--- config.mk ---
export PLATFORM = sky130hd
export DESIGN_NAME = bus_timer_irq
export DESIGN_NICKNAME = d
export VERILOG_FILES = /design/src/rtl/bus_timer_irq.sv
export SDC_FILE = /design/constraint.sdc
export NUM_CORES = 1
export LEC_CHECK = 0
export CAP_MARGIN = 20
export CORE_AREA = 2 2 94 96
export DETAILED_ROUTE_END_ITERATION = 12
export DIE_AREA = 0 0 96 98
export PLACE_DENSITY = 0.69
export SETUP_SLACK_MARGIN = 0.1
export SLEW_MARGIN = 40
export SYNTH_ARGS = -nofsm -noshare
export SYNTH_HDL_FRONTEND = slang
export SYNTH_SLANG_ARGS = --single-unit
--- constraint.sdc ---
create_clock -name clock -period 2.2 [get_ports clock]
set_input_delay 0.44 -clock clock [delete_from_list [all_inputs] [get_ports clock]]
set_output_delay 0.44 -clock clock [all_outputs]
set_load 0.02 [all_outputs]
--- src/rtl/bus_timer_irq.sv ---
`default_nettype none
// ============================================================================
// Module      : bus_timer_irq
// Description : Memory-mapped 16-bit interval timer with prescaler and an
//               active-low interrupt request for the CPU core.
// Revision    : 1.0  initial release
// ============================================================================
module bus_timer_irq #(
    parameter logic [15:0] BASE = 16'hD000,
    parameter int unsigned PS_W = 8
) (
    input  logic        clock,
    input  logic        reset_n,
    input  logic [15:0] address,
    input  logic [7:0]  wdata,
    input  logic        we,
    output logic [7:0]  rdata,
    output logic        hit,
    output logic        irq_n
);

    localparam logic [2:0] C_LATCH_LO = 3'd0;
    localparam logic [2:0] C_LATCH_HI = 3'd1;
    localparam logic [2:0] C_CNT_LO   = 3'd2;
    localparam logic [2:0] C_CNT_HI   = 3'd3;
    localparam logic [2:0] C_CTRL     = 3'd4;
    localparam logic [2:0] C_STATUS   = 3'd5;
    localparam logic [2:0] C_PRESC    = 3'd6;

    logic [15:0]     latch_q, latch_d;
    logic [15:0]     cnt_q, cnt_d;
    logic [7:0]      shadow_q, shadow_d;
    logic            en_q, en_d;
    logic            ie_q, ie_d;
    logic            oneshot_q, oneshot_d;
    logic            if_q, if_d;
    logic [PS_W-1:0] presc_q, presc_d;
    logic [PS_W-1:0] ps_q, ps_d;
    logic [7:0]      rdata_q, rdata_d;
    logic            hit_q, hit_d;
    logic            irq_n_q, irq_n_d;

    logic       w_sel;
    logic [2:0] w_off;
    logic       w_wr;
    logic       w_tick;
    logic       w_load;

    assign w_sel  = (address[15:3] == BASE[15:3]);
    assign w_off  = address[2:0];
    assign w_wr   = w_sel & we;
    assign w_tick = en_q & (ps_q == presc_q);
    assign w_load = w_wr & (w_off == C_LATCH_HI);

    always_comb begin
        latch_d   = latch_q;
        cnt_d     = cnt_q;
        shadow_d  = shadow_q;
        en_d      = en_q;
        ie_d      = ie_q;
        oneshot_d = oneshot_q;
        if_d      = if_q;
        presc_d   = presc_q;
        ps_d      = ps_q;
        rdata_d   = 8'h00;
        hit_d     = w_sel;
        irq_n_d   = ~(if_q & ie_q);

        // Read data reflects pre-write register state for this cycle.
        if (w_sel) begin
            case (w_off)
                C_LATCH_LO: rdata_d = latch_q[7:0];
                C_LATCH_HI: rdata_d = latch_q[15:8];
                C_CNT_LO:   rdata_d = cnt_q[7:0];
                C_CNT_HI:   rdata_d = shadow_q;
                C_CTRL:     rdata_d = {5'b00000, oneshot_q, ie_q, en_q};
                C_STATUS:   rdata_d = {7'b0000000, if_q};
                C_PRESC:    rdata_d = 8'(presc_q);
                default:    rdata_d = 8'h00;
            endcase
        end

        if (w_sel && !we && (w_off == C_CNT_LO)) begin
            shadow_d = cnt_q[15:8];
        end

        if (en_q) begin
            ps_d = w_tick ? '0 : ps_q + PS_W'(1);
        end

        if (w_wr) begin
            case (w_off)
                C_LATCH_LO: latch_d[7:0] = wdata;
                C_LATCH_HI: begin
                    latch_d[15:8] = wdata;
                    cnt_d         = {wdata, latch_q[7:0]};
                    ps_d          = '0;
                end
                C_CTRL: begin
                    en_d      = wdata[0];
                    ie_d      = wdata[1];
                    oneshot_d = wdata[2];
                    if (!en_q && wdata[0]) begin
                        ps_d = '0;
                    end
                end
                C_STATUS: begin
                    if (wdata[0]) begin
                        if_d = 1'b0;
                    end
                end
                C_PRESC:  presc_d = wdata[PS_W-1:0];
                default:  ;
            endcase
        end

        // Underflow is evaluated last so its flag set and EN clear win.
        if (w_tick && !w_load) begin
            if (cnt_q != 16'h0000) begin
                cnt_d = cnt_q - 16'd1;
            end else begin
                if_d = 1'b1;
                if (oneshot_q) begin
                    en_d = 1'b0;
                end else begin
                    cnt_d = latch_q;
                end
            end
        end
    end

    always_ff @(posedge clock or negedge reset_n) begin
        if (!reset_n) begin
            latch_q   <= 16'h0000;
            cnt_q     <= 16'h0000;
            shadow_q  <= 8'h00;
            en_q      <= 1'b0;
            ie_q      <= 1'b0;
            oneshot_q <= 1'b0;
            if_q      <= 1'b0;
            presc_q   <= '0;
            ps_q      <= '0;
            rdata_q   <= 8'h00;
            hit_q     <= 1'b0;
            irq_n_q   <= 1'b1;
        end else begin
            latch_q   <= latch_d;
            cnt_q     <= cnt_d;
            shadow_q  <= shadow_d;
            en_q      <= en_d;
            ie_q      <= ie_d;
            oneshot_q <= oneshot_d;
            if_q      <= if_d;
            presc_q   <= presc_d;
            ps_q      <= ps_d;
            rdata_q   <= rdata_d;
            hit_q     <= hit_d;
            irq_n_q   <= irq_n_d;
        end
    end

    assign rdata = rdata_q;
    assign hit   = hit_q;
    assign irq_n = irq_n_q;

endmodule
`default_nettype wire
### After elaboration in Yosys (flattened, before gate mapping)

Cells that the tools add are included.
W data, S select, Z words.

| storage, ports and cells | value |
|---|---|
| flip-flop bits (word level) | 70 |
| bits of input ports | 27 |
| output and inout bits | 10 |
| word-level logic and storage cells | 63 |

| cells by class | value |
|---|---|
| add/subtract/negate cells | 2 |
| eq/ne operators | 8 |
| mux-type cells | 22 |
| bitwise gates (word level) | 5 |
| reduce and logical (&&, ||, !) cells | 13 |

Operators with widths:

| cell | number |
|---|---|
| $mux W16 | 5 |
| $pmux W8 S7 | 1 |
| $mux W8 | 5 |
| $pmux W8 S2 | 1 |
| $reduce_bool A16 Y1 | 1 |
| $sub A16 B1 Y16 const B | 1 |
| $eq A13 B13 Y1 const B | 1 |
| $mux W1 | 10 |
| $eq A3 B3 Y1 const B | 3 |
| $add A8 B1 Y8 const B | 1 |
| $eq A8 B8 Y1 | 1 |
| $reduce_and A2 Y1 | 4 |
| $eq A3 B2 Y1 const B | 2 |
| $and A1 B1 Y1 | 4 |
| $logic_and A1 B1 Y1 | 4 |
| $eq A3 B1 Y1 const B | 1 |
| $logic_not A1 Y1 | 3 |
| $logic_not A3 Y1 | 1 |
| $not A1 Y1 | 1 |

### Longest topological paths before layout

Gate-level depths: netlist (run 1).

| depth | value |
|---|---|
| word-level depth | 7 |
| depth in mapped cells | 9 |
| gate-level depth less buffers | 8 |

### Least setup slack after synthesis (run 1)

No wires, ideal clock.

| timing path | value |
|---|---|
| kind | reg2reg |
| from | register cnt_q[0] |
| to | register cnt_q[7] |
| setup time | 123 ps |
| arrival time | 1936 ps |
| required time | 2077 ps |
| path slack | 142 ps |
| cell stages (with the launch flop) | 9 |
| path buffers | 1 |
| period minus slack after synthesis | 2058 ps |
| cell sequence | dfrtp_1 > clkbuf_1 > inv_1 > ha_1 > nor4b_1 > and4_1 > nand2_1 > a21o_1 > o221a_2 |

| on the way | value |
|---|---|
| longest elaborated chain between the ends | 3 |
| elaborated cells on any way between the ends | 4 |
| classes of those cells | add/sub: 1; mux: 2; reduce/logical: 1 |

RTL lines:

| element | line | source |
|---|---|---|
| start: declaration | 31 | `logic [15:0] cnt_q, cnt_d;` |
| start signal: assignment | 148 | `cnt_q <= cnt_d;` |
| $sub A16 B1 Y16 / $reduce_bool A16 Y1 (equally long branches) | 120, 119 |  |
| $mux W16 (*) | 119 | `if (cnt_q != 16'h0000) begin` |
| $mux W16 (*) | 118 | `if (w_tick && !w_load) begin` |
| named net cnt_d[7] | 31 |  |

Mark *: on every way through the listed nets, which the timed path passes. The rest lies on a longest branch.
A chain may end at the register's enable or synchronous reset.

### Worst setup path after layout (run 1)

| timing path | value |
|---|---|
| from | input we |
| to | register cnt_q[13] |

| on the way | value |
|---|---|
| longest elaborated chain between the ends | 5 |
| elaborated cells on any way between the ends | 8 |
| classes of those cells | mux: 4; bitwise: 2; reduce/logical: 2 |

RTL lines:

| element | line | source |
|---|---|---|
| start: declaration | 16 | `input logic we,` |
| $and A1 B1 Y1 (*) | 51 | `assign w_wr = w_sel & we;` |
| $mux W16 / $and A1 B1 Y1 (equally long branches) | 91, 53 |  |
| $mux W16 / $logic_not A1 Y1 (equally long branches) | 123, 118 |  |
| $mux W16 / $logic_and A1 B1 Y1 (equally long branches) | 119, 118 |  |
| $mux W16 (*) | 118 |  |
| named net cnt_d[13] | 31 |  |

Marked as above.

==> run metrics, run 1 <==
drt wl/cell 17.8 microns; RSZ-0062 raised after global routing yes; P_leak 2.34 nW; root buffer cell clkbuf_8; cell count after synthesis slightly below 400; Crit path max-delay family simple AND/OR/NAND/NOR gates; antenna violations before repair 0; fmax 495 MHz; RePlAce Congestion 0.938; drt via density 5.84; Power Total 2.59 mW; clock latency on the worst-skew pair 350 ps; CP Buf/Inv Count 2; DR iter-0 viols 210; area of the core 0.00847 sq mm; ys flop type dfrtp_1; ys async rst share 100%; DP HPWL approximately 7800 microns; Layout area overhead 30.2%; starting density of the core 45.1%; CTS H-tree depth 3; Ports 37; number of global-route vias before repair 3478; slowest CP cell clkdlybuf4s50_1; share of layout cells above drive strength 1 25.1%; DRT Pass-1 Iters 5; Arr. time, crit path 2240 ps; final period utilization around nine tenths; clock buffer depth 2; Die Wd 96 microns; Final #Nets 512; critical path required time 2420 ps; Startpoint Class primary input; Hold Vio Cnt, Final 0; top post-synthesis cells by area dfrtp_1 45%, mux2_2 8.0%, nand2_1 5.0%, nor2_1 4.3%, xor2_1 3.7%; Slew headroom 62.6%; Seq/Total Area, Yosys 45.9%; MaxCap Viol Count 0; first-pass GRT wire length 17500 microns; post-synthesis cell type count 56; warnings from Yosys 0; TritonCTS clock tree done; PD cells approximately 520 mW/mm^2; Synth Register Bits 70; min setup slack post-route 179 ps; CTS Sinks 70; GRT Total Usage 24.1%; largest area contributor in the netlist dfrtp_1; input/output buffers 36; die height 98 microns; largest net degree at the start of global routing 39; Fillers 735; Residual DRC 0; Syn Area/Cell 9.64 sq um; max-slew violation count 0; share of the synthesized area in the top cell type 45.2%; row cnt 34; final setup violation count 0; Post-synth top cells 69 x dfrtp_1, 51 x nand2_1, 44 x nor2_1; outcome completed; Post-DRT Antenna Nets 0; clk_skew between 8 and 9 ps; Mapped Nets 426; post-layout min period 2020 ps; Crit Path Class in2reg; CP peak stage delay 480 ps; antenna cells 0; CP Capture Type register; critical path peak fanout 4; Hold/Removal Path Class in2async; die area 0.00941 sq mm; Max VDD drop around 360 uV; vias between 3000 and 4000; Total Routed Length roughly 11000 microns; top-count cell post-synth dfrtp_1; Setup WS pre-CTS -428 ps; worst-path cell chain clkdlybuf4s50_1, and4b_1, nand4_1, buf_4, or3b_4, and2_4, a221oi_2, nor3_2; Post-Syn Area 0.00382 sq mm; Overflow after GRT 0; Post-synth EDFFs 0; CTS clk-pin slew, worst paths roughly 80 ps; Inserted Clock Buffers 9; Slew @ Worst Pin 561 ps
[kinds of logic (layout without fill, tap and decap cells)]
family                   after synthesis  after routing  synth area share (%)
adder cells (fa/ha/maj)                3              3                 0.983
AO/OA/AOI/OAI                         83             83                  13.9
buffers and inverters                 26            117                  2.72
multiplexers                          37             37                  10.6
flip-flops                            70             70                  45.9
AND/OR/NAND/NOR                      158            158                  21.5
XOR/XNOR                              19             19                  4.36
[per-stage QoR]
stage | hold slack, ps | utilization [%] | setup TNS (ps) | instance area, sq um | std cells
after CTS | 34.6 | 57.8 | 0 | 4900 | 592
after global placement | 401 | 54.9 | -6740 | 4650 | 574
after global routing | 63.0 | 58.7 | 0 | 4970 | 595
final | 27.4 | 58.7 | 0 | 4970 | 595
after detailed placement | 405 | 54.9 | -10490 | 4650 | 574
after floorplan | 144 | - | 0 | 3820 | 396
[cell usage in the layout (no fill, tap or decap), drive strengths merged, types with 3 or more instances in the layout]
cell type	synthesis	layout
a21o	3	3
a21oi	25	25
a22o	5	5
a22oi	3	3
a31oi	5	5
buf	7	58
clkbuf	11	10
clkdlybuf4s50	0	28
clkinv	0	3
dfrtp	69	69
dlygate4sd2	0	5
ha	3	3
inv	8	8
mux2	27	27
mux2i	10	10
nand2	51	51
nand3	12	12
nand4	7	7
nor2	44	44
nor2b	4	4
nor3	11	11
nor3b	4	4
nor4	6	6
nor4b	3	3
o211ai	3	3
o21ai	22	22
o221ai	3	3
xnor2	3	3
xor2	16	16
[report_power, final]
group	switching (mW)	leakage [nW]	internal (mW)	total [mW]
clock network	0.508	0.106	0.637	1.14
logic	0.0824	1.30	0.0732	0.156
registers	0.00132	0.933	1.29	1.29
total	0.591	2.34	2.00	2.59
[registers in the layout (all words and copies together), names as in the netlist]
name       count
hit            1
shadow_q       8
rdata          8
cnt_q         16
presc_q        8
en_q           1
irq_n          1
latch_q       16
if_q           1
ie_q           1
oneshot_q      1
ps_q           8
[layout make-up]
cell class | count | area (sq um) | share of cell area, %
clock buffers | 10 | 128 | 2.57
clock inverters | 6 | 86.3 | 1.74
inverters | 8 | 30.0 | 0.604
multi-input cells | 300 | 2030 | 40.8
flip-flops and latches | 70 | 1750 | 35.3
well taps | 108 | 135 | 2.72
repair buffers | 93 | 811 | 16.3
[routing by layer]
layer	vias to the layer above	global-route usage, %	share of wire (%)
met4	0	8.13	2.3
met3	20	3.94	6.3
met5	-	0	0
li1	1604	-	-
met2	134	37.2	46
met1	1716	34.4	45
[worst register-to-register path, cell delays in order, from the launching register on]
cell and delay (ps):
dfrtp_1 390, buf_4 160, nor4_2 320, nand2_1 140, or4_1 470, xnor2_1 150
o211ai_1 160, o211ai_1 100
[path summary, 6_finish.rpt]
| path | from | to | slack, ps | depth (start not counted) |
|---|---|---|---|---|
| worst max-delay path | we | cnt_q[13] | 180 | 8 |
| worst min-delay path | reset_n | hit | 30 | 1 |
| worst max register to register | cnt_q[1] | cnt_q[11] | 190 | 7 |
| worst min register to register | ie_q | irq_n | 430 | 1 |
| max in group asynchronous | reset_n | cnt_q[15] | 1600 | 2 |
| min in group clock | ie_q | irq_n | 430 | 1 |
[what timing repair did]
| action | 4_1_cts | 5_1_grt |
|---|---|---|
| gates resized for setup | 11 | 10 |
| pin swaps | 6 | 6 |
| setup endpoints to repair | 19 | 16 |
| hold buffers | 0 | 0 |
| buffers inserted | 2 | 3 |
No activity file was read; power rests on OpenSTA's default activity.
==> inputs of run 2 (changes only) <==
--- a/config.mk
+++ b/config.mk
@@ -6,9 +6,10 @@
 export NUM_CORES = 1
 export LEC_CHECK = 0
 export CAP_MARGIN = 20
-export CORE_AREA = 2 2 94 96
+export CORE_AREA = 3 3 95 97
 export DETAILED_ROUTE_END_ITERATION = 12
-export DIE_AREA = 0 0 96 98
+export DIE_AREA = 0 0 98 100
+export HOLD_SLACK_MARGIN = 0.1
 export PLACE_DENSITY = 0.69
 export SETUP_SLACK_MARGIN = 0.1
 export SLEW_MARGIN = 40
==> run 2 against run 1 <==
Global-route usage fell by 1.5 points. Clock-buffer cell count rose by 1. Power fell by 7.0%. Cell count fell by 0.50%. Wire length rose by 0.81%. Combinational power barely moved. Non-clock buffer count did not move. Hold slack improved by 420 ps. Maximum frequency fell by 1.5%. Clock skew rose by 1.5 ps. Critical path type is now reg2reg. Highest routed layer unchanged.
==> run metrics, run 2 (same netlist as run 1, synthesis figures left out) <==
outcome completed; Residual DRC 0 (unchanged); commonest non-fill, non-tap cell in the layout dfrtp_1; share of layout cells above drive strength 1 25.7% (+0.62 points); Hold Vio Cnt, Final 0 (unchanged); vias 3470 (-0.12%); max-slew violation count 0 (unchanged); Final Hold Slack 444 ps (+417 ps); Die Wd 98 microns (+2.1%); DP HPWL 7940 microns (+2.2%); number of global-route vias before repair 3451 (-0.78%); fmax 488 MHz (-1.5%); post-layout min period 2050 ps (+30.0 ps); RSZ-0062 raised after global routing yes; Total Routed Length 10700 microns (+0.81%); starting density of the core 46.5% (+1.4 points); slowest CP cell nor4_4; root buffer cell clkbuf_8; input/output buffers 36 (unchanged); clock latency on the worst-skew pair 340 ps (about the same); Inserted Clock Buffers 9 (unchanged); drt via density 5.86 (+0.39%); final setup violation count 0 (unchanged); CP peak stage delay 440 ps (-40 ps); Slew @ Worst Pin 608 ps (+47.0 ps); CTS H-tree depth 3 (unchanged); Layout area overhead 30.8%; Power Total 2.41 mW (-7.0%); Arr. time, crit path 2280 ps (+40 ps); area of the core 0.00822 sq mm (-2.9%); Crit path max-delay family simple AND/OR/NAND/NOR gates; die area 0.00980 sq mm (+4.2%); critical path required time 2430 ps (about the same); CTS Sinks 70 (unchanged); largest registers cnt_q: 16 flops, latch_q: 16 flops; clock buffer depth 2 (unchanged); P_leak 2.36 nW (+0.89%); first-pass GRT wire length 17400 microns (-0.19%); CP Capture Type register; Crit Path Class reg2reg; largest net degree at the start of global routing 42 (+7.7%); critical path peak fanout 5 (+1); worst-path cell chain nor4_4, buf_4, and4_1, nand2_1, a21o_4, o221a_2; Core Util, Final 60.8% (+2.1 points); GRT Total Usage 22.6% (-1.5 points); PD cells 482 mW/mm^2 (-7.5%); antenna cells 0 (unchanged); Post-DRT Antenna Nets 0 (unchanged); DR iter-0 viols 163 (-22%); total negative setup slack 0 ps (unchanged); Max VDD drop 270 uV (-25%); antenna violations before repair 0 (unchanged); MaxCap Viol Count 0 (unchanged); placed cell count 569 (-0.87%); Slew headroom 59.5% (-3.1 points); Hold/Removal Path Class reg2reg; CTS clk-pin slew, worst paths 80 ps (about the same); Startpoint Class register; CP Buf/Inv Count 1 (-1); RePlAce Congestion 0.928 (-1.0%); drt wl/cell 18.1 microns (+1.3%); Overflow after GRT 0 (unchanged); row cnt 33 (-2.9%); DRT Pass-1 Iters 5 (unchanged); Final Non-Filler Cells 592 (-0.50%); Ports 37 (unchanged); clk_skew 10.3 ps (+1.49 ps); die height 100 microns (+2.0%); final period utilization 93.2% (+1.4 points); TritonCTS clock tree done; Final #Nets 512 (unchanged); commonest non-fill, non-tap cells in the layout 68 x dfrtp_1, 52 x buf_4, 51 x nand2_1
[run 2: cell type report]
type	count	area [sq um]
Inverter	8	30.0
Tap cell	105	131
Multi-Input combinational cell	300	2060
Clock inverter	5	33.8
Fill cell	702	3220
Sequential cell	70	1750
Clock buffer	11	151
Timing Repair Buffer	93	833
[run 2: timing repair]
action | in CTS | in global routing
hold endpoints to repair | 12 | 0
gates resized for setup | 3 | 23
hold buffers | 1 | 0
pin swaps | 2 | 12
cloned | 0 | 0
setup endpoints to repair | 11 | 15
buffers inserted | 1 | 5
[run 2: worst paths after layout]
kind | slack [ps] | from | depth (start not counted) | endpoint
worst max-delay path | 150 | cnt_q[8] | 6 | cnt_q[7]
worst min-delay path | 440 | ie_q | 1 | irq_n
worst max register to register | 150 | cnt_q[8] | 6 | cnt_q[7]
worst min register to register | 440 | ie_q | 1 | irq_n
max in group asynchronous | 1120 | reset_n | 3 | latch_q[12]
min in group asynchronous | 520 | reset_n | 2 | shadow_q[0]
[run 2: report_power, final]
part	switching (mW)	internal [mW]
Sequential	0.00137	1.29
Clock	0.495	0.469
Combinational	0.0815	0.0731
[run 2: stage by stage]
step,cell area [sq um],setup WS [ps]
2_1_floorplan,3820,142
3_5_place_dp,4630,-385
4_1_cts,4850,79.9
3_3_place_gp,4630,-337
5_1_grt,4990,49.1
6_report,4990,149
[run 2: layer usage]
metal / track usage (%) / vias up / wire length [microns]
met2: 36.1 / 142 / 5090
met5: 0 / - / 0
li1: - / 1605 / -
met1: 30.2 / 1695 / 4620
met3: 3.82 / 28 / 668
met4: 10.3 / 0 / 323
==> inputs of run 3 (changes only) <==
--- a/config.mk
+++ b/config.mk
@@ -6,9 +6,9 @@
 export NUM_CORES = 1
 export LEC_CHECK = 0
 export CAP_MARGIN = 20
-export CORE_AREA = 3 3 95 97
+export CORE_AREA = 3 3 112 82
 export DETAILED_ROUTE_END_ITERATION = 12
-export DIE_AREA = 0 0 98 100
+export DIE_AREA = 0 0 115 85
 export HOLD_SLACK_MARGIN = 0.1
 export PLACE_DENSITY = 0.69
 export SETUP_SLACK_MARGIN = 0.1
==> constraint.sdc (replaced) <==
create_clock -name clock -period 1.81 [get_ports clock]
set_input_delay 0.362 -clock clock [delete_from_list [all_inputs] [get_ports clock]]
set_output_delay 0.362 -clock clock [all_outputs]
set_load 0.02 [all_outputs]
==> run 3 against run 2 <==
The run now ends with negative setup slack left. Power rose by 61%. Clock skew fell by 4.8 ps. Clock-buffer cell count did not move. Via count rose by 4.9%. Sequential power rose by 22%. First-iteration DRC count rose by 51%. Final area rose by 15%. Maximum frequency rose by 6.2%. Critical path depth rose by 1. Global-route usage rose by 2.8 points. Critical path type unchanged. Critical endpoint is now cnt_q[11]. Highest routed layer unchanged.
==> run metrics, run 3 (same netlist as run 1, synthesis figures left out) <==
Slew headroom 58.9% (-0.57 points); GRT Total Usage 25.3% (+2.8 points); clk_skew 5.52 ps (-4.82 ps); die height 85 microns (-15%); post-route cell area 0.00576 sq mm (+15%); area of the core 0.00827 sq mm (+0.62%); Max VDD drop 569 uV (+110%); failing checks negative setup slack; final period utilization 107% (+14 points); fmax 518 MHz (+6.2%); CTS Sinks 70 (unchanged); commonest non-fill, non-tap cell in the layout buf_4; PD cells 672 mW/mm^2 (+39%); RSZ-0062 raised after global routing yes; Total Routed Length 11900 microns (+11%); metal2 WL 5380 microns (+5.6%); starting density of the core 46.2% (-0.29 points); Ports 37 (unchanged); placed cell count 607 (+6.7%); MaxCap Viol Count 0 (unchanged); WL met3 798 microns (+19%); TritonCTS clock tree done; number of global-route vias before repair 3741 (+8.4%); Layout area overhead 50.9%; critical path required time 2010 ps (-420 ps); Final #Nets 558 (+9.0%); first-pass GRT wire length 19200 microns (+9.9%); Startpoint Class register; post-placement cell area 0.00504 sq mm (+8.9%); commonest non-fill, non-tap cells in the layout 89 x buf_4, 67 x dfrtp_1, 45 x nand2_1; Final Non-Filler Cells 638 (+7.8%); final setup violation count 15 (+15); vias 3639 (+4.9%); uppermost routed layer met4; critical path peak fanout 4 (-1); post-layout min period 1930 ps (-119 ps); clock buffer depth 2 (unchanged); CP Capture Type register; DP HPWL 8510 microns (+7.2%); Crit Path Class reg2reg; root buffer cell clkbuf_16; min setup slack post-route -122 ps (-271 ps); die area 0.00978 sq mm (-0.26%); clock latency on the worst-skew pair 340 ps (about the same); Hold/Removal Path Class in2reg; Die Wd 115 microns (+17%); drt wl/cell 18.6 microns (+2.9%); max-slew violation count 0 (unchanged); Post-DRT Antenna Nets 0 (unchanged); total negative setup slack -1000 ps (-1000 ps); antenna cells 0 (unchanged); CTS clk-pin slew, worst paths 60 ps (-20 ps); WL met1 5510 microns (+19%); DRT Pass-1 Iters 5 (unchanged); row cnt 28 (-15%); Slew @ Worst Pin 616 ps (+8.58 ps); Fillers 600 (-15%); antenna violations before repair 0 (unchanged); drt via density 5.70 (-2.7%); RePlAce Congestion 0.927 (about the same); Inserted Clock Buffers 9 (unchanged); Residual DRC 0 (unchanged); CTS H-tree depth 3 (unchanged); Arr. time, crit path 2130 ps (-150 ps); largest registers cnt_q: 16 flops, latch_q: 16 flops; Hold Vio Cnt, Final 0 (unchanged); input/output buffers 36 (unchanged); share of layout cells above drive strength 1 39.6% (+14 points); DR iter-0 viols 246 (+51%); P_leak 2.73 nW (+15%); largest net degree at the start of global routing 71 (+69%); outcome finished with violations; Overflow after GRT 0 (unchanged); Core Util, Final 69.7% (+8.9 points)
==> run 3: cell count changes in the layout (fill, tap and decap cells not counted), sizes merged <==
cell / change
clkdlybuf4s50: -12
bufinv: +3
buf: +48
clkinv: -1
dlygate4sd2: +10
clkbuf: +2
dlymetal6s2s: -4
clkdlybuf4s15: +2
clkinvlp: -2
==> run 3: critical path, stage by stage, from the launching register on <==
cell and delay [ps]:
dfrtp_1 410, nor4_4 270, buf_4 170, nand2_2 70, or4_4 430, xnor2_1 150, o211ai_1 170, o211ai_1 130
==> run 3: what timing repair did <==
| item | CTS | global route |
|---|---|---|
| hold endpoints to repair | 69 | 0 |
| endpoints found under the setup margin | 60 | 62 |
| hold buffers | 1 | 0 |
| buffers inserted | 9 | 5 |
| pin swaps | 25 | 12 |
| gates cloned | 1 | 0 |
| resized for setup | 70 | 26 |
==> run 3: cell type report <==
type                    count  area [sq um]  share of cell area (%)
clock inverters             5           104                    1.80
multi-input cells         300          2300                    40.0
repair buffers            139          1180                    20.4
well taps                 105           131                    2.28
clock buffers              11           253                    4.39
flip-flops and latches     70          1760                    30.5
inverters                   8          37.5                   0.652
==> run 3: final timing paths <==
path	from	endpoint	slack (ps)	depth (start not counted)
hold reg to reg	ie_q	irq_n	430	1
min in group asynchronous	reset_n	shadow_q[1]	560	3
setup reg to reg	cnt_q[5]	cnt_q[11]	-120	7
max in group asynchronous	reset_n	presc_q[1]	930	3
hold / removal	address[13]	hit	430	3
setup / recovery	cnt_q[5]	cnt_q[11]	-120	7
==> run 3: per-layer routing <==
| layer | GRT usage (%) | vias to the layer above |
|---|---|---|
| met4 | 8.64 | 0 |
| met2 | 37.4 | 120 |
| met1 | 36.0 | 1800 |
| met5 | 0 | - |
| li1 | - | 1699 |
| met3 | 6.99 | 20 |
==> run 3: per-stage QoR <==
step | setup WS (ps) | power, mW | hold WS (ps)
2_1_floorplan | -144 | 1.65 | 66.4
6_report | -122 | 3.87 | 432
3_3_place_gp | -618 | 1.79 | 416
5_1_grt | -236 | 3.98 | 439
4_1_cts | -176 | 3.88 | 427
3_5_place_dp | -659 | 1.79 | 411
==> run 3: where the power goes <==
part | switching (mW) | internal, mW
clock | 0.686 | 1.42
sequential | 0.00104 | 1.57
combinational | 0.106 | 0.0848
